`config.mk`:
```
export PLATFORM = sky130hd
export DESIGN_NAME = audio_filter_sched_flat
export DESIGN_NICKNAME = d
export VERILOG_FILES = /design/src/rtl/audio_filt_pkg.sv /design/src/rtl/audio_filter_sched_if.sv /design/src/rtl/audio_filt_alu.sv /design/src/rtl/audio_filter_sched.sv /design/src/flat_wrapper.sv
export SDC_FILE = /design/constraint.sdc
export NUM_CORES = 1
export LEC_CHECK = 0
export BUFFER_PORTS_ARGS = -buffer_cell sky130_fd_sc_hd__buf_2
export CORE_MARGIN = 10
export CORE_UTILIZATION = 30
export CTS_BUF_LIST = sky130_fd_sc_hd__clkbuf_4 sky130_fd_sc_hd__clkbuf_8 sky130_fd_sc_hd__clkbuf_16
export DETAILED_ROUTE_END_ITERATION = 16
export PLACE_DENSITY_LB_ADDON = 0.25
export SLEW_MARGIN = 40
export SYNTH_ARGS = -nofsm -noshare
export SYNTH_HDL_FRONTEND = slang
export SYNTH_SLANG_ARGS = --single-unit
```
`constraint.sdc`:
```
create_clock -name clk -period 18.5 [get_ports clk]
set_clock_uncertainty 0.05 [all_clocks]
set_input_delay 1.85 -clock clk [delete_from_list [all_inputs] [get_ports clk]]
set_output_delay 1.85 -clock clk [all_outputs]
set_load 0.05 [all_outputs]
```
`src/rtl/audio_filt_pkg.sv`:
```
// Shared types, widths and helpers for the scheduled audio post-filter.
package audio_filt_pkg;

  localparam int SAMPLE_W = 16;
  localparam int ACC_W    = 27;
  localparam int HP_SHIFT = 8;

  typedef enum logic [2:0] {
    IDLE,
    LP_L,
    LP_R,
    HP_L,
    HP_R,
    DONE
  } fsm_state_e;

  typedef enum logic {
    ALU_LP,
    ALU_HP
  } alu_op_e;

  localparam logic signed [ACC_W-1:0] SAT_MAX = ACC_W'(32767);
  localparam logic signed [ACC_W-1:0] SAT_MIN = ACC_W'(-32768);

  function automatic logic signed [SAMPLE_W-1:0] sat16(input logic signed [ACC_W-1:0] v);
    if (v > SAT_MAX) return {1'b0, {(SAMPLE_W-1){1'b1}}};
    if (v < SAT_MIN) return {1'b1, {(SAMPLE_W-1){1'b0}}};
    return SAMPLE_W'(v);
  endfunction

endpackage

```
`src/rtl/audio_filter_sched_if.sv`:
```
// Mixer-side sample inputs and DAC-side filtered outputs of the filter sequencer.
interface audio_filter_sched_if;
  import audio_filt_pkg::*;

  logic signed [SAMPLE_W-1:0] left_in;
  logic signed [SAMPLE_W-1:0] right_in;
  logic                       bypass_lp;
  logic                       bypass_hp;
  logic signed [SAMPLE_W-1:0] left_out;
  logic signed [SAMPLE_W-1:0] right_out;
  logic                       out_valid;
  logic                       tick;

  modport master (
    output left_in, right_in, bypass_lp, bypass_hp,
    input  left_out, right_out, out_valid, tick
  );

  modport slave (
    input  left_in, right_in, bypass_lp, bypass_hp,
    output left_out, right_out, out_valid, tick
  );

endinterface

```
`src/rtl/audio_filt_alu.sv`:
```
// Combinational LP/HP step for one channel; the only multiplier in the filter chain.
module audio_filt_alu
  import audio_filt_pkg::*;
#(
  parameter int HP_COEF = 253
) (
  input  alu_op_e                    op,
  input  logic                       bypass,
  input  logic signed [SAMPLE_W-1:0] x,
  input  logic signed [SAMPLE_W-1:0] xlp,
  input  logic signed [SAMPLE_W-1:0] xhp,
  input  logic signed [SAMPLE_W-1:0] yhp,
  output logic signed [SAMPLE_W-1:0] result,
  output logic signed [SAMPLE_W-1:0] xlp_nxt,
  output logic signed [SAMPLE_W-1:0] xhp_nxt,
  output logic signed [SAMPLE_W-1:0] yhp_nxt
);

  localparam logic signed [ACC_W-1:0] COEF = ACC_W'(HP_COEF);

  logic signed [SAMPLE_W:0]  lp_sum;
  logic signed [SAMPLE_W:0]  hp_diff;
  logic signed [ACC_W-1:0]   prod;
  logic signed [ACC_W-1:0]   acc;
  logic signed [ACC_W-1:0]   acc_shr;

  always_comb begin
    lp_sum  = (SAMPLE_W+1)'(x) + (SAMPLE_W+1)'(xlp);
    hp_diff = (SAMPLE_W+1)'(x) - (SAMPLE_W+1)'(xhp);
    prod    = ACC_W'(yhp) * COEF;
    acc     = (ACC_W'(hp_diff) <<< HP_SHIFT) + prod;
    acc_shr = acc >>> HP_SHIFT;

    result  = x;
    xlp_nxt = xlp;
    xhp_nxt = xhp;
    yhp_nxt = yhp;

    // Filter history always advances, even when the stage itself is bypassed.
    unique case (op)
      ALU_LP: begin
        result  = bypass ? x : SAMPLE_W'(lp_sum >>> 2);
        xlp_nxt = x;
      end
      ALU_HP: begin
        result  = bypass ? x : sat16(acc_shr);
        xhp_nxt = x;
        yhp_nxt = result;
      end
      default: ;
    endcase
  end

endmodule

```
`src/rtl/audio_filter_sched.sv`:
```
// Sample-rate divider, capture and four-step schedule sharing one filter ALU between channels.
module audio_filter_sched
  import audio_filt_pkg::*;
#(
  parameter int CLK_DIV = 636,
  parameter int HP_COEF = 253
) (
  input logic                 clk,
  input logic                 rst_n,
  audio_filter_sched_if.slave bus
);

  if (CLK_DIV < 8) begin : g_bad_clk_div
    $error("audio_filter_sched: CLK_DIV must be at least 8");
  end
  if (HP_COEF < 0 || HP_COEF > 255) begin : g_bad_hp_coef
    $error("audio_filter_sched: HP_COEF must fit in 8 unsigned bits");
  end

  localparam int CNT_W = $clog2(CLK_DIV);
  localparam logic [CNT_W-1:0] CNT_LAST = CNT_W'(CLK_DIV - 1);

  fsm_state_e                 state;
  logic [CNT_W-1:0]           cnt;
  logic signed [SAMPLE_W-1:0] cap [2];
  logic signed [SAMPLE_W-1:0] lp  [2];
  logic signed [SAMPLE_W-1:0] xlp [2];
  logic signed [SAMPLE_W-1:0] xhp [2];
  logic signed [SAMPLE_W-1:0] yhp [2];
  logic signed [SAMPLE_W-1:0] hp_left;
  logic                       byp_lp;
  logic                       byp_hp;

  alu_op_e                    alu_op;
  logic                       alu_byp;
  logic                       ch;
  logic signed [SAMPLE_W-1:0] alu_x;
  logic signed [SAMPLE_W-1:0] alu_res;
  logic signed [SAMPLE_W-1:0] alu_xlp_nxt;
  logic signed [SAMPLE_W-1:0] alu_xhp_nxt;
  logic signed [SAMPLE_W-1:0] alu_yhp_nxt;

  assign bus.tick = (cnt == CNT_LAST);

  // Route the active channel's operand and history into the shared ALU.
  always_comb begin
    alu_op  = ALU_LP;
    alu_byp = byp_lp;
    ch      = 1'b0;
    alu_x   = cap[0];
    unique case (state)
      LP_R: begin
        ch    = 1'b1;
        alu_x = cap[1];
      end
      HP_L: begin
        alu_op  = ALU_HP;
        alu_byp = byp_hp;
        alu_x   = lp[0];
      end
      HP_R: begin
        alu_op  = ALU_HP;
        alu_byp = byp_hp;
        ch      = 1'b1;
        alu_x   = lp[1];
      end
      default: ;
    endcase
  end

  audio_filt_alu #(.HP_COEF(HP_COEF)) u_alu (
    .op      (alu_op),
    .bypass  (alu_byp),
    .x       (alu_x),
    .xlp     (xlp[ch]),
    .xhp     (xhp[ch]),
    .yhp     (yhp[ch]),
    .result  (alu_res),
    .xlp_nxt (alu_xlp_nxt),
    .xhp_nxt (alu_xhp_nxt),
    .yhp_nxt (alu_yhp_nxt)
  );

  always_ff @(posedge clk or negedge rst_n) begin
    if (!rst_n) begin
      cnt     <= '0;
      state   <= IDLE;
      byp_lp  <= 1'b0;
      byp_hp  <= 1'b0;
      hp_left <= '0;
      for (int i = 0; i < 2; i++) begin
        cap[i] <= '0;
        lp[i]  <= '0;
        xlp[i] <= '0;
        xhp[i] <= '0;
        yhp[i] <= '0;
      end
      bus.left_out  <= '0;
      bus.right_out <= '0;
      bus.out_valid <= 1'b0;
    end else begin
      cnt           <= (cnt == CNT_LAST) ? '0 : cnt + 1'b1;
      bus.out_valid <= 1'b0;
      unique case (state)
        IDLE: begin
          if (bus.tick) begin
            cap[0] <= bus.left_in;
            cap[1] <= bus.right_in;
            byp_lp <= bus.bypass_lp;
            byp_hp <= bus.bypass_hp;
            state  <= LP_L;
          end
        end
        LP_L, LP_R: begin
          lp[ch]  <= alu_res;
          xlp[ch] <= alu_xlp_nxt;
          state   <= (state == LP_L) ? LP_R : HP_L;
        end
        HP_L: begin
          hp_left <= alu_res;
          xhp[0]  <= alu_xhp_nxt;
          yhp[0]  <= alu_yhp_nxt;
          state   <= HP_R;
        end
        // Both channels land together so out_valid and the data are visible in DONE.
        HP_R: begin
          xhp[1]        <= alu_xhp_nxt;
          yhp[1]        <= alu_yhp_nxt;
          bus.left_out  <= hp_left;
          bus.right_out <= alu_res;
          bus.out_valid <= 1'b1;
          state         <= DONE;
        end
        DONE: state <= IDLE;
        default: state <= IDLE;
      endcase
    end
  end

endmodule
```
`src/flat_wrapper.sv`:
```
// flat-port wrapper written by rule: the top's interface ports become plain ports
module audio_filter_sched_flat import audio_filt_pkg::*;
#(
  parameter int CLK_DIV = 636,
  parameter int HP_COEF = 253
)
  (clk, rst_n, bus_left_in, bus_right_in, bus_bypass_lp, bus_bypass_hp, bus_left_out, bus_right_out, bus_out_valid, bus_tick);
  audio_filter_sched_if bus_i ();
  input logic clk;
  input logic rst_n;
  input wire logic [$bits(bus_i.left_in)-1:0] bus_left_in;
  input wire logic [$bits(bus_i.right_in)-1:0] bus_right_in;
  input wire logic [$bits(bus_i.bypass_lp)-1:0] bus_bypass_lp;
  input wire logic [$bits(bus_i.bypass_hp)-1:0] bus_bypass_hp;
  output wire logic [$bits(bus_i.left_out)-1:0] bus_left_out;
  output wire logic [$bits(bus_i.right_out)-1:0] bus_right_out;
  output wire logic [$bits(bus_i.out_valid)-1:0] bus_out_valid;
  output wire logic [$bits(bus_i.tick)-1:0] bus_tick;
  assign bus_i.left_in = bus_left_in;
  assign bus_i.right_in = bus_right_in;
  assign bus_i.bypass_lp = bus_bypass_lp;
  assign bus_i.bypass_hp = bus_bypass_hp;
  assign bus_left_out = bus_i.left_out;
  assign bus_right_out = bus_i.right_out;
  assign bus_out_valid = bus_i.out_valid;
  assign bus_tick = bus_i.tick;
  audio_filter_sched #(.CLK_DIV(CLK_DIV), .HP_COEF(HP_COEF)) u_core (.clk(clk), .rst_n(rst_n), .bus(bus_i));
endmodule
```
==> Word-level counts from Yosys, hierarchy flattened <==
Cells that the tools add are included.
W data, S select, Z words.
{ "totals": {"reg_bits": 224, "mem_count": 0, "out_inout_bits": 34, "input_bits": 36, "word_cells": 78, "romBits": 0, "mem_bits_rw": 0, "latchBits": 0} }
{ "op_classes": {"div_mod_pow": 0, "n_lt_le_gt_ge": 4, "add_sub_neg": 4, "mul": 1, "shifts": 0, "reduce_logical": 6, "muxes": 37, "n_eq_ne": 6, "bitwise_logic": 2} }
{ "ops": {"columns": ["cell", "n"], "rows": [
  ["$mux W16", 19],
  ["$bwmux W32", 2],
  ["$pmux W16 S3", 1],
  ["$pmux W16 S2", 1],
  ["$add A25 B25 Y26", 1],
  ["$mul A16 B9 Y25 const B", 1],
  ["$gt A18 B16 Y1 const B", 1],
  ["$lt A18 B16 Y1 const B", 1],
  ["$add A16 B16 Y17", 1],
  ["$sub A16 B16 Y17", 1],
  ["$demux W16 S1", 1],
  ["$pmux W3 S4", 1],
  ["$add A10 B1 Y10 const B", 1],
  ["$eq A10 B10 Y1 const B", 1],
  ["$mux W1", 10],
  ["$mux W10", 1],
  ["$eq A3 B2 Y1 const B", 2],
  ["$reduce_or A2 Y1", 3],
  ["$eq A3 B1 Y1 const B", 1],
  ["$eq A3 B3 Y1 const B", 1],
  ["$logic_not A3 Y1", 1],
  ["$mux W3", 1],
  ["$ge A2 B2 Y1 const B", 1],
  ["$lt A2 B1 Y1 const B", 1],
  ["5 further kinds", 5]
]} }

==> Longest topological paths before layout <==
{ "logic_depth": {"ltp_word": 19, "mapped_depth": 33, "depth_no_buf": 28} }

==> Modules after synthesis <==
From an unflattened synthesis, not the netlist that was laid out.
{ "hier_totals": {"cells_unflattened": 1373, "area_unflattened_um2": 15643.8} }
{ "by_module_without_submodules": {"columns": ["mod", "cells_per_inst", "area_each_um2", "n_inst", "seq_area_each_um2"], "rows": [
  ["audio_filter_sched", 620, 9552.9, 1, 5605.4],
  ["audio_filt_alu", 753, 6090.8, 1, 0.0]
]} }

==> Least setup slack after synthesis <==
OpenSTA, ideal clock, no wires.
{ "synth_path": {"path_type": "register -> register", "from": "reg u_core.state[1]", "to": "reg u_core.bus.right_out[0]", "stages_incl_launch_ff": 29, "arrival_time_ns": 7.529, "synth_period_minus_slack_ns": 7.644, "path_buffers": 4, "setup_ns": 0.065, "required_time_ns": 18.385, "slack_ns": 10.856, "path_cell_list": "dfrtp_1 -> buf_4 -> xnor2_2 -> nor2_2 -> clkbuf_1 -> clkbuf_1 -> mux2i_1 -> inv_1 -> ha_1 -> inv_1 -> fa_1 -> inv_1 -> fa_1 -> fa_1 -> inv_1 -> fa_1 -> inv_1 -> ha_1 -> clkbuf_1 -> inv_1 -> nor4_1 -> nor2_1 -> mux2_2 -> a311oi_1 -> a21boi_2 -> nor2_1 -> a211o_1 -> nor2_1 -> a21o_1"} }
{ "synth_via": {"elab_chain_len": 17, "elab_cells_between_ends": 37, "classes_between": "add/sub (3); mul (1); order compare (2); eq/ne (3); mux (24); bitwise (2); reduce/logical (2)"} }
{ "synth_lines": {"columns": ["item", "line", "text"], "rows": [
  ["start: declaration", "audio_filter_sched.sv:23", "fsm_state_e state;"],
  ["start signal: assignment", "audio_filter_sched.sv:117", "state <= (state == LP_L) ? LP_R : HP_L;"],
  ["$eq A3 B2 Y1 / $eq A3 B3 Y1 (equally long branches)", "audio_filter_sched.sv:51, audio_filter_sched.sv:104", null],
  ["$reduce_or A2 Y1 (no line)", null, null],
  ["$mux W1", "audio_filter_sched.sv:51", "unique case (state)"],
  ["$not A1 Y2 (implied by the code)", "audio_filter_sched.sv:75, audio_filter_sched.sv:76, audio_filter_sched.sv:77", null],
  ["$mux W16, on equally long branches (3 in a row)", "audio_filter_sched.sv:77, audio_filter_sched.sv:76", null],
  ["$mul A16 B9 Y25 / $sub A16 B16 Y17 (equally long branches)", "audio_filt_alu.sv:30, audio_filt_alu.sv:29", null],
  ["$add A25 B25 Y26", "audio_filt_alu.sv:31", "acc = (ACC_W'(hp_diff) <<< HP_SHIFT) + prod;"],
  ["$lt A18 B16 Y1", "audio_filt_pkg.sv:27", "if (v < SAT_MIN) return {1'b1, {(SAMPLE_W-1){1'b0}}};"],
  ["$mux W1 (2 in a row)", "audio_filt_pkg.sv:27", null],
  ["$mux W1", "audio_filt_alu.sv:40", "unique case (op)"],
  ["$mux W16", "audio_filt_pkg.sv:28", "return SAMPLE_W'(v);"],
  ["$mux W16", "audio_filt_pkg.sv:27", null],
  ["$mux W16", "audio_filt_alu.sv:46", "result = bypass ? x : sat16(acc_shr);"],
  ["$pmux W16 S2", "audio_filt_alu.sv:40", null],
  ["end signal: assignment", "audio_filter_sched.sv:130", "bus.right_out <= alu_res;"],
  ["end: declaration", "audio_filter_sched_if.sv:21", "output left_out, right_out, out_valid, tick"]
]} }
Several ways; a longest one is shown, not always the timed one. The select of a mux whose other input is x is not followed.
A chain may end at the register's enable or synchronous reset.

==> Worst setup path in the final report <==
{ "layout_path": {"from": "reg u_core.state[1]", "to": "reg u_core.hp_left[0]"} }
{ "layout_via": {"elab_chain_len": 17, "elab_cells_between_ends": 37, "classes_between": "add/sub (3); mul (1); order compare (2); eq/ne (3); mux (24); bitwise (2); reduce/logical (2)"} }
{ "layout_lines": {"columns": ["item", "line", "text"], "rows": [
  ["$eq A3 B2 Y1 / $eq A3 B3 Y1 (equally long branches)", "audio_filter_sched.sv:51", null],
  ["$reduce_or A2 Y1 (no line)", null, null],
  ["$mux W1", "audio_filter_sched.sv:51", null],
  ["$not A1 Y2 (implied by the code)", "audio_filter_sched.sv:75, audio_filter_sched.sv:76, audio_filter_sched.sv:77", null],
  ["$mux W16, on equally long branches (3 in a row)", "audio_filter_sched.sv:77, audio_filter_sched.sv:76", null],
  ["$mul A16 B9 Y25 / $sub A16 B16 Y17 (equally long branches)", "audio_filt_alu.sv:30, audio_filt_alu.sv:29", null],
  ["$add A25 B25 Y26", "audio_filt_alu.sv:31", null],
  ["$lt A18 B16 Y1", "audio_filt_pkg.sv:27", null],
  ["$mux W1 (2 in a row)", "audio_filt_pkg.sv:27", null],
  ["$mux W1", "audio_filt_alu.sv:40", null],
  ["$mux W16", "audio_filt_pkg.sv:28", null],
  ["$mux W16", "audio_filt_pkg.sv:27", null],
  ["$mux W16", "audio_filt_alu.sv:46", null],
  ["$pmux W16 S2", "audio_filt_alu.sv:40", null],
  ["end signal: assignment", "audio_filter_sched.sv:120", "hp_left <= alu_res;"],
  ["end: declaration", "audio_filter_sched.sv:30", "logic signed [SAMPLE_W-1:0] hp_left;"]
]} }
Several ways; a longest one is shown, not always the timed one. The select of a mux whose other input is x is not followed.

==> impl_results.md <==
- Routed vias/inst: 4.838
- Switching share of power: 25.02%
- Worst-Skew Late Latency: 540 ps
- CTS clk-pin slew, worst paths: 60 ps
- Initial Util: 30.22%
- Largest net degree at the start of global routing: 110
- Final core area utilization: 34.27%
- CP Capture Type: flip-flop
- Hold_sp: u_core.cnt[0]
- Final critical-path required period: 8953 ps
- Area occupied by registers: 0.005605 mm²
- Diodes inserted: 0
- Unrepaired setup endpoints after global routing: false
- Syn_area_per_cell: 9.348 µm²
- Clock power frac: 47.2%
- Max IR drop VDD: 61.03 µV
- Root buffer cell: clkbuf_16
- Worst Tran Pin Value: 855.9 ps
- Area grow syn2layout: 13.40%
- Port bufs: 69
- Inserted Clock Buffers: 27
- GRT Overall Usage: 13.62%
- DRC viols: 0
- PwrDens: 65.06 mW/mm²
- CTS tree: yes
- Final setup fails: 0
- Fraction of layout cells with a size suffix above 1: 13.69%
- Design Area, Final: 0.01709 mm²
- Total die area: between 0.05 and 0.06 mm²
- Synth warn: 0
- Setup crit start: u_core.state[1]
- Slew Limit Fails: 0
- Slew headroom: 42.66%
- Initial antenna violation count: 0
- Post-CTS Hold Buffers: 0
- Synth async-reset ratio: 100.0%
- Cts repair resizes: 0
- Pleak: 8.814 nW
- Status: completed
- Synth unique cells: 83
- Internal Power: 0.0008335 W
- Placed inst area: 0.01616 mm²
- Dpl hpwl: 30.59 mm
- Number of I/O pins: 70
- Post-CTS Setup Inserts: 0
- Final net count: between 1500 and 2000
- Remaining global-route overflow: 0
- Multi-input gate area in the final layout: 0.008591 mm²
- # H-tree levels: 1
- Synthesized area: 0.01507 mm²
- Row cnt: between 80 and 90
- Critical path class: flip-flop to flip-flop
- Crit path max fanout: 37
- Final-layout fill cell count: 5256
- Die height: 244.1 µm
- Syn_nets: 1818
- Vias in the first global route: ~12000
- Initial DRT Pass Iterations: 5
- Max Cap Viol: 0
- GP Congestion: 0.8758
- First-pass GRT wire length: 66.06 mm
- Core ar.: between 0.04 and 0.05 mm²
- 1st-iter DRT viols: 618
- Net Switching: about 0.00028 W
- Die W: between 200 and 250 µm
- Drt wl/cell: 17.38 µm
- Primary FF master, synth: dfrtp_1
- Final WL: 40.87 mm
- Final TNS setup: 0 ps
- Achievable Freq: 111.7 MHz
- Crit path launch type: flip-flop
- Post-Synthesis Cells: 1612
- DR vias: approximately 11000
- Final Hold Fails: 0
- CP Data Required Time: 18930 ps
- Clk buf depth: 3
- Hold WC Path Type: flip-flop to flip-flop
- Seq/Total Area, Yosys: 37.20%
- Seq pwr share: 44.8%
- EDFF count, synth: 0
- Synth Register Bits: 224
- TritonCTS Sinks: 224
- Reg-to-Reg Start: u_core.state[1]
- Gate power share: 7.9%
- Routed Antenna Nets: 0
- Period Utilization, post-route: 48.40%
- CP Data Arrival Time: around 9400 ps
-- worst paths after layout --
path,slack [ps],cells past startpoint,to
max in group asynchronous,15810,3,u_core.bus.left_out[0]
min in group asynchronous,1130,1,u_core.cap[11]
worst min-delay path,410,1,u_core.cnt[0]
worst min register to register,410,1,u_core.cnt[0]
worst max register to register,9550,25,u_core.hp_left[0]
worst max-delay path,9550,25,u_core.hp_left[0]
-- synthesized netlist by cell type (4+ instances only) --
cell type  number  share of area, %
a211o_1         6              0.35
a211oi_1        5              0.25
a21o_1         36               1.8
a21oi_1        80               2.7
a221oi_1       10              0.58
a22oi_1        10              0.50
and2_1          8              0.33
buf_1           5              0.12
buf_2           4              0.13
buf_4           4              0.20
clkbuf_1       57               1.4
dfrtp_1       224                37
fa_1           77                10
ha_1           93               7.7
inv_1         166               4.1
mux2_2         68               5.1
mux2i_1        27               1.8
nand2_1       302               7.5
nand2b_1       11              0.46
nand3_1        13              0.43
nand4_1         6              0.25
nor2_1        106               2.6
nor2b_1        12              0.50
nor3_1          9              0.30
nor4_1          5              0.21
o2111ai_1       4              0.23
o211ai_1        4              0.20
o21a_1         15              0.75
o21ai_0        89               3.0
o21ai_1         5              0.17
o21bai_1        7              0.35
o31ai_1         9              0.45
xnor2_1        35               2.0
xor2_1         22               1.3
-- flip-flops by register name, indices dropped and copies added (netlist names) --
name,flops
u_core.bus.left_out,16
u_core.bus.out_valid,1
u_core.bus.right_out,16
u_core.byp_hp,1
u_core.byp_lp,1
u_core.cap,32
u_core.cnt,10
u_core.hp_left,16
u_core.lp,32
u_core.state,3
u_core.xhp,32
u_core.xlp,32
u_core.yhp,32
-- stage by stage --
| step | hold WS (ps) | setup WS [ps] | cells | power (W) |
|---|---|---|---|---|
| floorplan | 381.9 | 10860 | 1612 | 0.0005590 |
| global placement | 398.0 | 9753 | 2302 | 0.0005942 |
| detailed placement | 404.6 | 9531 | 2302 | 0.0005950 |
| CTS | 413.5 | 9491 | 2351 | 0.001129 |
| global route | 429.7 | 8954 | 2352 | 0.001159 |
| finish | 409.3 | 9547 | 2352 | 0.001112 |
-- critical path, stage by stage (launching register included) --
cell and delay, ps:
dfrtp_1 750, xnor2_2 400, nor2_4 180, buf_4 560, mux2i_1 600, inv_1 290, ha_1 350, inv_1 50
fa_1 540, inv_1 60, fa_1 500, fa_1 560, inv_1 60, fa_1 530, inv_1 40, ha_1 340
a21oi_1 270, o22ai_1 120, o22ai_1 300, mux2_2 370, a311oi_1 550, o21bai_1 390, o21ai_0 320, a211o_1 400
nor2_1 170, a21o_1 110
-- cell type report --
| cell class | count | share of cell area [%] |
|---|---|---|
| inverter | 168 | 3.690 |
| sequential | 224 | 32.80 |
| timing repair buffer | 89 | 3.097 |
| clock buffer | 36 | 4.532 |
| multi-input combinational | 1150 | 50.27 |
| tap | 672 | 4.921 |
| clock inverter | 13 | 0.6810 |
-- layout by cell type (no fill, tap or decap), types with 5 or more instances in the layout --
| cell type | count |
|---|---|
| a211o_1 | 6 |
| a211oi_1 | 5 |
| a21o_1 | 36 |
| a21oi_1 | 80 |
| a221oi_1 | 10 |
| a22oi_1 | 10 |
| and2_1 | 8 |
| buf_2 | 68 |
| buf_4 | 18 |
| clkbuf_16 | 27 |
| clkbuf_8 | 5 |
| dfrtp_1 | 224 |
| fa_1 | 77 |
| ha_1 | 93 |
| inv_1 | 166 |
| mux2_2 | 68 |
| mux2i_1 | 27 |
| nand2_1 | 300 |
| nand2b_1 | 11 |
| nand3_1 | 12 |
| nand4_1 | 6 |
| nor2_1 | 106 |
| nor2b_1 | 12 |
| nor3_1 | 8 |
| o21a_1 | 15 |
| o21ai_0 | 89 |
| o21ai_1 | 5 |
| o21bai_1 | 7 |
| o31ai_1 | 9 |
| xnor2_1 | 35 |
| xor2_1 | 22 |
-- logic make-up (layout without fill, tap and decap cells) --
group | after synthesis | count (layout) | share of synthesized area, %
adder cells (fa/ha/maj) | 173 | 173 | 18.15
AO/OA/AOI/OAI | 325 | 325 | 14.15
flip-flops | 224 | 224 | 37.20
AND/OR/NAND/NOR | 499 | 499 | 14.14
buffers and inverters | 238 | 306 | 6.062
multiplexers | 95 | 95 | 6.875
XOR/XNOR | 58 | 58 | 3.421
-- routing by layer --
layer	routed length, µm	global-route usage (%)	up-vias
li1	-	-	5507
met1	19570	19.21	5614
met2	18600	21.66	203
met3	1677	1.668	56
met4	1023	3.671	0
met5	0	0	-
-- power groups by stage --
stage | combinational, W | clock (W) | sequential [W]
floorplan | 0.0000541 | 0 | 0.000505
global placement | 0.0000869 | 0 | 0.000507
detailed placement | 0.0000876 | 0 | 0.000507
CTS | 0.0000882 | 0.000543 | 0.000498
global route | 0.0000990 | 0.000561 | 0.000499
finish | 0.0000883 | 0.000525 | 0.000499
(Power assumes the default switching activity.)
